File: src/rtl/cnn_fifo_pkg.sv
// Shared definitions for the CNN FIFO read/unpack path: default widths,
// an elaboration-time clog2 and the prefetch buffer occupancy type.
package cnn_fifo_pkg;

  localparam int DATA_WIDTH_DEF = 64;
  localparam int ELEM_WIDTH_DEF = 8;

  typedef logic [1:0] occ_t;

  function automatic int clog2(input int value);
    int r;
    int v;
    r = 0;
    v = value - 1;
    while (v > 0) begin
      r++;
      v = v >> 1;
    end
    return r;
  endfunction

endpackage

File: src/rtl/fifo_rd_unpack_mux.sv
// Combinational element select: picks element i_idx out of a packed word,
// element 0 in the LSBs.
module unpack_mux #(
  parameter int DATA_WIDTH = 64,
  parameter int ELEM_WIDTH = 8,
  parameter int IDX_WIDTH  = 3
) (
  input  logic [DATA_WIDTH-1:0] i_word,
  input  logic [IDX_WIDTH-1:0]  i_idx,
  output logic [ELEM_WIDTH-1:0] o_elem
);

  assign o_elem = i_word[i_idx*ELEM_WIDTH +: ELEM_WIDTH];

endmodule

File: src/rtl/fifo_rd_unpack.sv
// FIFO read-side controller: pops a registered-output FIFO into a 2-word
// prefetch buffer and streams the words out element by element.
module fifo_rd_unpack
  import cnn_fifo_pkg::*;
#(
  parameter int DATA_WIDTH = DATA_WIDTH_DEF,
  parameter int ELEM_WIDTH = ELEM_WIDTH_DEF,
  parameter int NUM_ELEM   = DATA_WIDTH / ELEM_WIDTH,
  parameter int IDX_WIDTH  = clog2(NUM_ELEM)
) (
  input  logic                  clk,
  input  logic                  reset,
  input  logic                  flush,
  output logic                  fifo_pop,
  input  logic                  fifo_empty,
  input  logic [DATA_WIDTH-1:0] fifo_data,
  output logic                  out_valid,
  input  logic                  out_ready,
  output logic [ELEM_WIDTH-1:0] out_data,
  output logic                  out_last,
  output logic [IDX_WIDTH-1:0]  out_idx,
  output logic                  busy
);

  if (NUM_ELEM < 2) begin : g_bad_num_elem
    $error("fifo_rd_unpack: NUM_ELEM must be at least 2");
  end
  if (NUM_ELEM * ELEM_WIDTH != DATA_WIDTH) begin : g_bad_width
    $error("fifo_rd_unpack: DATA_WIDTH must be NUM_ELEM * ELEM_WIDTH");
  end

  localparam logic [IDX_WIDTH-1:0] LAST_IDX = IDX_WIDTH'(NUM_ELEM - 1);

  occ_t                  r_occ;
  logic                  r_inflight;
  logic [IDX_WIDTH-1:0]  r_idx;
  logic [DATA_WIDTH-1:0] r_cur;
  logic [DATA_WIDTH-1:0] r_nxt;

  logic                  w_hs;
  logic                  w_retire;
  logic                  w_cap;
  logic                  w_cap_cur;
  logic [ELEM_WIDTH-1:0] w_elem;

  assign out_valid = (r_occ != 2'd0);
  assign w_hs      = out_valid && out_ready;
  assign w_retire  = w_hs && (r_idx == LAST_IDX);
  assign w_cap     = r_inflight && !flush;
  // A returning word lands in cur when cur is empty or is being vacated now.
  assign w_cap_cur = w_cap && ((r_occ == 2'd0) || ((r_occ == 2'd1) && w_retire));

  // Credit check uses only registered state, so out_ready never reaches fifo_pop.
  assign fifo_pop = reset && !fifo_empty && !flush &&
                    ((3'(r_occ) + 3'(r_inflight)) < 3'd2);

  assign out_data = out_valid ? w_elem : '0;
  assign out_last = out_valid && (r_idx == LAST_IDX);
  assign out_idx  = r_idx;
  assign busy     = (r_occ != 2'd0) || r_inflight;

  unpack_mux #(
    .DATA_WIDTH (DATA_WIDTH),
    .ELEM_WIDTH (ELEM_WIDTH),
    .IDX_WIDTH  (IDX_WIDTH)
  ) u_unpack_mux (
    .i_word (r_cur),
    .i_idx  (r_idx),
    .o_elem (w_elem)
  );

  always_ff @(posedge clk or negedge reset) begin
    if (!reset) begin
      r_occ      <= 2'd0;
      r_inflight <= 1'b0;
      r_idx      <= '0;
    end else if (flush) begin
      r_occ      <= 2'd0;
      r_inflight <= 1'b0;
      r_idx      <= '0;
    end else begin
      r_inflight <= fifo_pop;
      if (w_hs) begin
        r_idx <= w_retire ? '0 : r_idx + 1'b1;
      end
      case ({w_cap, w_retire})
        2'b10:   r_occ <= r_occ + 2'd1;
        2'b01:   r_occ <= r_occ - 2'd1;
        default: r_occ <= r_occ;
      endcase
    end
  end

  // Buffer storage carries no reset; occupancy alone says what is live.
  always_ff @(posedge clk) begin
    if (w_cap_cur) begin
      r_cur <= fifo_data;
    end else if (w_retire) begin
      r_cur <= r_nxt;
    end
    if (w_cap && !w_cap_cur) begin
      r_nxt <= fifo_data;
    end
  end

endmodule

File: config.mk
export PLATFORM = sky130hd
export DESIGN_NAME = fifo_rd_unpack
export DESIGN_NICKNAME = d
export VERILOG_FILES = /design/src/rtl/cnn_fifo_pkg.sv /design/src/rtl/fifo_rd_unpack_mux.sv /design/src/rtl/fifo_rd_unpack.sv
export SDC_FILE = /design/constraint.sdc
export NUM_CORES = 1
export LEC_CHECK = 0
export BUFFER_PORTS_ARGS = -buffer_cell sky130_fd_sc_hd__buf_2
export CORE_MARGIN = 1.5
export CORE_UTILIZATION = 30
export DETAILED_ROUTE_END_ITERATION = 10
export PLACE_DENSITY = 0.57
export SYNTH_ARGS = -nofsm -noshare
export SYNTH_HDL_FRONTEND = slang
export SYNTH_HIERARCHICAL = 1
export SYNTH_SLANG_ARGS = --single-unit
File: constraint.sdc
create_clock -name clk -period 9.43 [get_ports clk]
set_input_delay 0.943 -clock clk [delete_from_list [all_inputs] [get_ports clk]]
set_output_delay 0.943 -clock clk [all_outputs]
set_load 0.02 [all_outputs]
Yosys cells after proc, flatten, opt, wreduce, memory -nomap -nowiden
Index checks and enable logic that the tools add are counted.
{"block": "word_totals", "regBits": 134, "input_bits": 69, "output_inout_bits": 15, "elab_cells": 44}
{"block": "classes", "mux": 9, "n_eq_ne": 4, "order_cmp": 1, "n_addsub": 4, "shift": 1, "n_reduce_logical": 20}
{"op": "$mux 64", "count": 2}
{"op": "$shiftx 64x7->8", "count": 1}
{"op": "$logic_and 1x1->1", "count": 10}
{"op": "$mux 3", "count": 3}
{"op": "$mux 8", "count": 1}
{"op": "$reduce_bool 2->1", "count": 3}
{"op": "$eq 2x1->1 const B", "count": 2}
{"op": "$pmux 2 s2", "count": 1}
{"op": "$add 2x1->3", "count": 1}
{"op": "$add 3x1->3 const B", "count": 1}
{"op": "$eq 3x3->1 const B", "count": 1}
{"op": "$logic_not 1->1", "count": 3}
{"op": "$lt 3x2->1 const B", "count": 1}
{"op": "$reduce_bool 3->1", "count": 1}
{"op": "$add 2x1->2 const B", "count": 1}
{"op": "$eq 2x2->1 const B", "count": 1}
{"op": "$logic_not 2->1", "count": 1}
{"op": "$logic_or 1x1->1", "count": 2}
{"op": "$mux 2", "count": 1}
{"op": "$sub 2x1->2 const B", "count": 1}
{"op": "$mux 1", "count": 1}

Logic depth before layout (Yosys ltp)
Gate-level depths: netlist (run 1).
{"block": "logic_depth", "depth_word": 8, "mapped_depth": 7, "mapped_depth_nobuf": 5}

Modules after synthesis
Netlist (run 1), hierarchy kept.
{"mod": "fifo_rd_unpack", "seq_area_each_um2": 3993.8, "n_inst": 1, "cells_each": 249, "area_each_um2": 5280.1}
{"mod": "unpack_mux", "seq_area_each_um2": 0.0, "n_inst": 1, "cells_each": 29, "area_each_um2": 550.5}

Worst setup path before layout (run 1)
OpenSTA, ideal clock, no wires.
{"block": "synth_path", "path_type": "register -> register", "startpoint": "reg r_idx[0], in the netlist out_idx[0]", "endpoint": "reg r_cur[0], enable pin", "period_less_slack_ps": 3335, "required_time_ps": 8740, "setup_ps": 690, "path_buffers": 2, "slack_ps": 6095, "t_arrival_ps": 2644, "path_stages_with_launch": 8, "cell_sequence": "dfrtp_1 > ha_1 > ha_1 > and3_1 > o21ai_2 > buf_6 > buf_6 > nand2_1"}
{"block": "synth_between", "elab_chain_len": 6}
{"item": "start: declaration", "line_no": "fifo_rd_unpack.sv:36", "text": "logic [IDX_WIDTH-1:0] r_idx;"}
{"item": "start signal: assignment", "line_no": "fifo_rd_unpack.sv:84", "text": "r_idx <= w_retire ? '0 : r_idx + 1'b1;"}
{"item": "$eq 3x3->1 *", "line_no": "fifo_rd_unpack.sv:48", "text": "assign w_retire = w_hs && (r_idx == LAST_IDX);"}
{"item": "$logic_and 1x1->1 *", "line_no": "fifo_rd_unpack.sv:48"}
{"item": "$logic_and 1x1->1", "line_no": "fifo_rd_unpack.sv:51", "text": "assign w_cap_cur = w_cap && ((r_occ == 2'd0) || ((r_occ == 2'd1) && w_retire));"}
{"item": "$logic_or 1x1->1", "line_no": "fifo_rd_unpack.sv:51"}
{"item": "$logic_and 1x1->1", "line_no": "fifo_rd_unpack.sv:51"}
{"item": "$reduce_bool 2->1 (no line) *"}
{"item": "end signal: assignment", "line_no": "fifo_rd_unpack.sv:97", "text": "r_cur <= fifo_data;"}
{"item": "end signal: assignment", "line_no": "fifo_rd_unpack.sv:99", "text": "r_cur <= r_nxt;"}
{"item": "end: declaration", "line_no": "fifo_rd_unpack.sv:37", "text": "logic [DATA_WIDTH-1:0] r_cur;"}
Mark *: on every way between the ends. The rest lies on a longest branch, timed or not.
A chain may end at the register's enable or synchronous reset.

Final worst setup path (run 1)
{"block": "layout_path", "startpoint": "reg r_idx[0], in the netlist out_idx[0]", "endpoint": "reg r_cur[31], enable pin"}
The elaborated chain is that of the path after synthesis.

==> out/metrics.yaml, run 1 <==
cts_buffers: 17
num_vias: 2718
ant_nets: 0
clkSinkCount: 134
synth_top_family_by_area: "multiplexers"
dp_hpwl_um: 6993
switchingPower_mw: 0.2776
layout_min_cycle_time_ns: 3.755
io_pins: 84
clockRootBuffer: "clkbuf_16"
sw_frac_of_total: 0.1968
finalHoldViolations: 0
synth_area_um2: 5831
wl_um: 10430
internal_power_mw: 1.133
fillers: 1778
worstPathMaxFanout: 65
antenna_found_initial: 0
outcome: "complete, no violations"
area_growth_pct: 21.70
yosys_register_bits: 134
synth_area_leaders: "edfxtp_1 66%, mux2_4 13%, mux4_1 6.8%, mux2_2 4.4%, dfrtp_1 2.6%"
p_seq_frac: 0.471
cts_max_level: 4
synth_top_cell_area_share: 0.6592
irDropWorstVdd_mv: 0.1260
yosys.area_share.xor_xnor: 0.003004
ctsHoldBuffers: 0
grt_pass1_vias: 3038
nNetsFinal: 442
fin_skew_ns: 0.005097
synth_area_per_cell_um2: 20.97
grtUsageTotal: 0.1127
finalSetupViolCount: 0
synth.mux.area_fraction: 0.2489
fin_area_um2: 7096
gp_congestion: 0.7045
synth_compound_area_frac: 0.007511
clkLatencyLatePin_ns: 0.41
ff_latch_area_um2: 3994
drt_first_pass_iters: 4
leakagePower_nw: 2.716
grt-ovfl-total: 0
rsz0062_at_grt: "false"
cts.clk_slew.worst_paths_ns: 0.06
slew_headroom: 0.2461
drt_iter0_drc: 159
worstSetupPathType: "reg -> reg"
fmax_ghz: 0.2663
ys_warn_count: 6
crit_required_ns: 9.51
cpPeakStageDelay_ns: 0.85
core_um2: 18890
cp_data_arrival_time_ns: 3.84
vias_per_cell: 4.234
p_clk_frac: 0.482
n_antenna_cell: 0
reg2reg_slack_ns: 5.68
finalCritPeriodShare: 0.3982
dieArea_um2: 20280
drc_errors: 0
worst_pin_slew_ns: 1.131
post_drt_wl_per_cell_um: 16.25
fin_tns_setup_ns: 0
slowest_stage: "buf_4"
worst_setup_path_start_kind: "flip-flop"
syn_nets: 351
place_area_um2: 6484
port_buffers: 83
comb_power_share: 0.048
ctsResizeCount: 0
cts_setup_buffers: 0
yosys.area.top_type: "edfxtp_1"
cts_tree: "done"
chipWidth_um: 142.4
grt_pass1_wl_um: 16500
drive_gt1_frac: 0.4974
synth_adder_area_share: 0.008584
synth.distinct_cells: 28
synthSimpleGateAreaFrac: 0.02382
hold_class: "in -> async"
grt_max_degree: 66
multi_input_area_um2: 1719
critPathCaptureType: "flip-flop"
die_height_um: 142.4
rows: 50
yosysSeqAreaShare: 0.6850
cts_buffer_depth: 2
start_util: 0.3086
maxCapViolCount: 0
syn_inst: 278
power_density_nw_per_um2: 198.8
path_cells: "ha_1, ha_1, and3_1, o21ai_4, buf_4, nand2_2, buf_4"
drv_slew: 0
-- logic make-up after synthesis --
| kind of cell | after synthesis |
|---|---|
| AO/OA/AOI/OAI | 6 |
| adder cells (fa/ha/maj) | 4 |
| buffers and inverters | 17 |
| XOR/XNOR | 2 |
| AND/OR/NAND/NOR | 23 |
| multiplexers | 92 |
| flip-flops | 134 |
-- synthesized netlist by cell type --
library cell	count
or4b_2	1
ha_1	4
clkbuf_1	2
nand3b_1	1
mux2i_1	4
mux2_2	23
mux2_4	49
nand2_1	1
mux4_2	1
a211oi_1	2
a21oi_1	2
xnor2_1	2
dfrtp_1	6
o21ai_2	1
nor2b_1	11
buf_6	7
mux4_1	15
o211a_1	1
nor2_1	5
inv_1	4
nand2b_1	1
buf_1	1
nor4bb_1	1
buf_12	1
edfxtp_1	128
and2b_1	1
and3_1	1
buf_2	2
-- flip-flops by register name, summed over array words and instances (netlist names) --
name	count
out_idx	3
r_nxt	64
r_occ	2
r_cur	64
r_inflight	1
-- per-stage QoR --
| stage | hold WS [ns] | power (mW) | std cells | util | worst slack [ns] |
|---|---|---|---|---|---|
| finish | 0.3493 | 1.410 | 642 | 0.3756 | 5.675 |
| global route | 0.3393 | 1.460 | 642 | 0.3756 | 5.379 |
| CTS | 0.3334 | 1.430 | 642 | 0.3756 | 5.553 |
| detailed placement | 0.5353 | 0.7445 | 610 | 0.3432 | 5.564 |
| global placement | 0.5339 | 0.7423 | 610 | 0.3432 | 5.702 |
| floorplan | 0.5041 | 0.7157 | 278 | - | 6.095 |
-- power groups by stage --
stage	clock network [mW]	logic [mW]	registers (mW)
finish	0.679	0.0673	0.664
global route	0.722	0.0737	0.664
detailed placement	0	0.0683	0.676
CTS	0.697	0.0686	0.664
global placement	0	0.0666	0.676
floorplan	0	0.0420	0.674
-- worst paths after layout --
check,startpoint,end,cells after the start
setup / recovery,out_idx[0],r_cur[31],7
hold / removal,reset,out_idx[2],1
setup reg to reg,out_idx[0],r_cur[31],7
hold reg to reg,r_nxt[16],r_cur[16],1
max in group asynchronous,reset,r_inflight,1
min in group clk,r_nxt[16],r_cur[16],1
-- worst max-delay path, delay by kind of cell, from the launching register on --
| family | cells | cell delay (ns) |
|---|---|---|
| AOI/OAI and AO/OA | 1 | 0.11 |
| DFF | 1 | 0.74 |
| adders and majority gates | 2 | 0.65 |
| and+or+nand+nor | 2 | 0.57 |
| buffers and inverters | 2 | 1.29 |
-- layer usage --
| layer | track usage | vias up | part of all wire |
|---|---|---|---|
| li1 | - | 1310 | - |
| met1 | 0.1325 | 1333 | 0.45 |
| met2 | 0.1900 | 64 | 0.50 |
| met3 | 0.03668 | 11 | 0.041 |
| met4 | 0.04721 | 0 | 0.013 |
| met5 | 0 | - | 0 |
-- cell usage in the layout, fill, tap and decap left out, types with 5 or more instances in the layout --
| cell | Yosys | final |
|---|---|---|
| nor2b_1 | 11 | 11 |
| nor2_1 | 5 | 5 |
| clkbuf_16 | 0 | 17 |
| mux2_2 | 23 | 23 |
| mux4_1 | 15 | 15 |
| dfrtp_1 | 6 | 6 |
| edfxtp_1 | 128 | 128 |
| mux2_4 | 49 | 49 |
| buf_2 | 2 | 83 |
-- layout make-up --
class | count | share of cell area
clock inverters | 14 | 0.02574
clock buffers | 18 | 0.06048
repair buffers | 85 | 0.06066
well taps | 260 | 0.04585
inverters | 4 | 0.002116
multi-input cells | 127 | 0.2423
flip-flops and latches | 134 | 0.5629
Note: power is estimated with default switching activity, not from simulation.
==> run 2: changes to the inputs <==
- ABC_AREA: not set -> 1
- PLACE_DENSITY: 0.57 -> 0.59
- clock period: 9.43 -> 3.4 ns (I/O delays scaled with it)
==> run 2 against run 1 <==
Net effect:
- via count up 59%
- sequential share of layout area down 2.5 points
- clock skew up 0.0019 ns
- setup slack worse by 5.0 ns
==> out/metrics.yaml, run 2 <==
fin_ws_ns: 0.7207
cts_max_level: 4
synth_common_cells: "233 x nand2_1, 128 x edfxtp_1, 102 x nand3_1, 83 x inv_1, 12 x nor2_1"
nNetsFinal: 778
area_growth_pct: 19.77
hold_class: "in -> reg"
ys_warn_count: 6
core_um2: 20230
num_vias: 4317
port_buffers: 83
dp_hpwl_um: 9373
power_density_nw_per_um2: 603.0
clkLatencyLatePin_ns: 0.42
utilization: 0.3671
final_common_cell: "nand2_1"
cts_tree: "done"
r2r_cells: 9
cpPeakStageDelay_ns: 0.39
ctsHoldBuffers: 1
leakagePower_nw: 3.330
vias_per_cell: 4.365
die_height_um: 146.8
chipWidth_um: 146.8
synth_area_um2: 6202
r2r-end: "r_cur[50]"
p_clk_frac: 0.415
fin_skew_ns: 0.007041
layout_min_cycle_time_ns: 2.679
synth_top_family_by_area: "simple AND/OR/NAND/NOR gates"
wl_um: 14540
outcome: "complete, no violations"
async_flop_share: 0.04478
rsz0062_at_grt: "false"
post_drt_wl_per_cell_um: 14.70
worst_setup_path_start_kind: "flip-flop"
grt-ovfl-total: 0
start_util: 0.3065
ctsResizeCount: 0
crit-reg2reg-launch: "r_occ[0]"
drive_gt1_frac: 0.1964
yosys.area_share.xor_xnor: 0
rows: 52
drv_slew: 0
path_common_cell: "nand2_1"
ff_latch_area_um2: 3994
yosys_register_bits: 134
synth_area_per_cell_um2: 9.908
synth_compound_area_frac: 0.004236
cts_buffers: 17
power_mw: 4.479
fin_tns_setup_ns: 0
worstSetupPathType: "reg -> out"
cts.clk_slew.worst_paths_ns: 0.06
worstPathMaxFanout: 35
synth_area_leaders: "edfxtp_1 62%, nand2_1 14%, nand3_1 8.2%, inv_1 5.0%, dfrtp_1 2.4%"
min-delay-start: "fifo_data[0]"
cts_buffer_depth: 2
fillers: 2031
fmax_ghz: 0.3732
syn_inst: 626
multi_input_area_um2: 1630
gp_congestion: 0.8060
yosys.area.top_type: "edfxtp_1"
irDropWorstVdd_mv: 0.3397
antenna_found_initial: 1
comb_power_share: 0.163
p_seq_frac: 0.421
slew_headroom: 0.4967
grt_pass1_wl_um: 23250
syn_nets: 699
maxCapViolCount: 0
sw_frac_of_total: 0.2793
cp_data_arrival_time_ns: 2.34
drt_first_pass_iters: 4
drc_errors: 0
hold_path_depth: 1
cts_setup_buffers: 0
reg2reg_slack_ns: 0.88
dieArea_um2: 21550
finalHoldViolations: 0
layout_common_cells: "230 x nand2_1, 128 x edfxtp_1, 102 x nand3_1, 83 x inv_1, 83 x buf_2"
clkSinkCount: 134
crit_required_ns: 3.06
whs_endpoint: "r_nxt[0]"
ant_nets: 0
drt_iter0_drc: 299
synth_flop_cell: "edfxtp_1"
slowest_stage: "buf_4"
worst_pin_slew_ns: 0.7549
io_pins: 84
synth.mux.area_fraction: 0.001614
yosysSeqAreaShare: 0.6439
synth.distinct_cells: 21
grt_max_degree: 66
finalSetupViolCount: 0
synthSimpleGateAreaFrac: 0.2457
critPathCaptureType: "output port"
synth_top_cell_area_share: 0.6197
path_cells: "buf_4, inv_4, nand2_1, nand3_1, nand2_1, nand2_1, nand2_1, inv_1, nor2_1, buf_2"
synth-edff-count: 128
internal_power_mw: 3.228
grtUsageTotal: 0.1412
finalCritPeriodShare: 0.7880
grt_pass1_vias: 4375
synth_adder_area_share: 0.008069
clockRootBuffer: "clkbuf_16"
switchingPower_mw: 1.251
synth.most_common_cell: "nand2_1"
place_ws_ns: 0.8850
-- run 2: cell types whose count changed after synthesis, moves of 7 or more --
cell	change
mux2_4	-49
nand2_2	+10
mux2_2	-23
buf_4	+11
nand3_1	+102
inv_1	+79
nand2_1	+232
nor2b_1	-11
nor2_1	+7
mux4_1	-15
-- run 2: critical path, delay by kind of cell (launching register included) --
kind	cells	cell delay (ns)
buf+inv	4	0.91
simple gates	6	0.66
flops	1	0.35
-- run 2: power by group through the flow --
stage	combinational, mW	clock [mW]	sequential, mW
CTS	0.741	1.90	1.89
floorplan	0.522	0	1.93
global route	0.817	1.98	1.89
global placement	0.727	0	1.92
finish	0.732	1.86	1.89
detailed placement	0.738	0	1.92
-- run 2: worst max-delay path by stage --
| stage | start | endpoint | cells after the start |
|---|---|---|---|
| finish | out_idx[0] | out_data[6] | 10 |
| detailed placement | r_occ[0] | r_cur[50] | 9 |
| floorplan | out_idx[0] | r_nxt[0] | 6 |
| global route | out_idx[0] | out_data[3] | 10 |
| global placement | r_occ[0] | r_cur[36] | 9 |
| CTS | out_idx[0] | out_data[6] | 10 |
-- run 2: layer usage --
metal	up-vias	GRT usage	wire, um
li1	2195	-	-
met5	-	0	0
met2	93	0.2233	7019
met3	4	0.03323	625
met4	0	0.05960	84
met1	2025	0.1860	6812
-- run 2: layout make-up --
type,instances,area share
sequential,134,0.5376
multi-input combinational,372,0.2195
timing repair buffer,93,0.07142
clock buffer,17,0.05727
tap,270,0.04548
inverter,87,0.04430
clock inverter,15,0.02409
antenna,1,0.0003369
-- run 2: through the flow --
stage / cell area, um2 / hold slack [ns] / std cells
floorplan: 6205 / 0.04441 / 626
global placement: 6812 / 0.1824 / 955
detailed placement: 6812 / 0.1819 / 955
CTS: 7426 / 0.08887 / 988
global route: 7426 / 0.08823 / 988
finish: 7428 / 0.1089 / 989
-- run 2: kinds of logic after synthesis --
kind of cell / Yosys count
flops: 134
simple gates: 362
mux: 1
compound gates: 5
buf+inv: 120
fa+ha+maj: 4
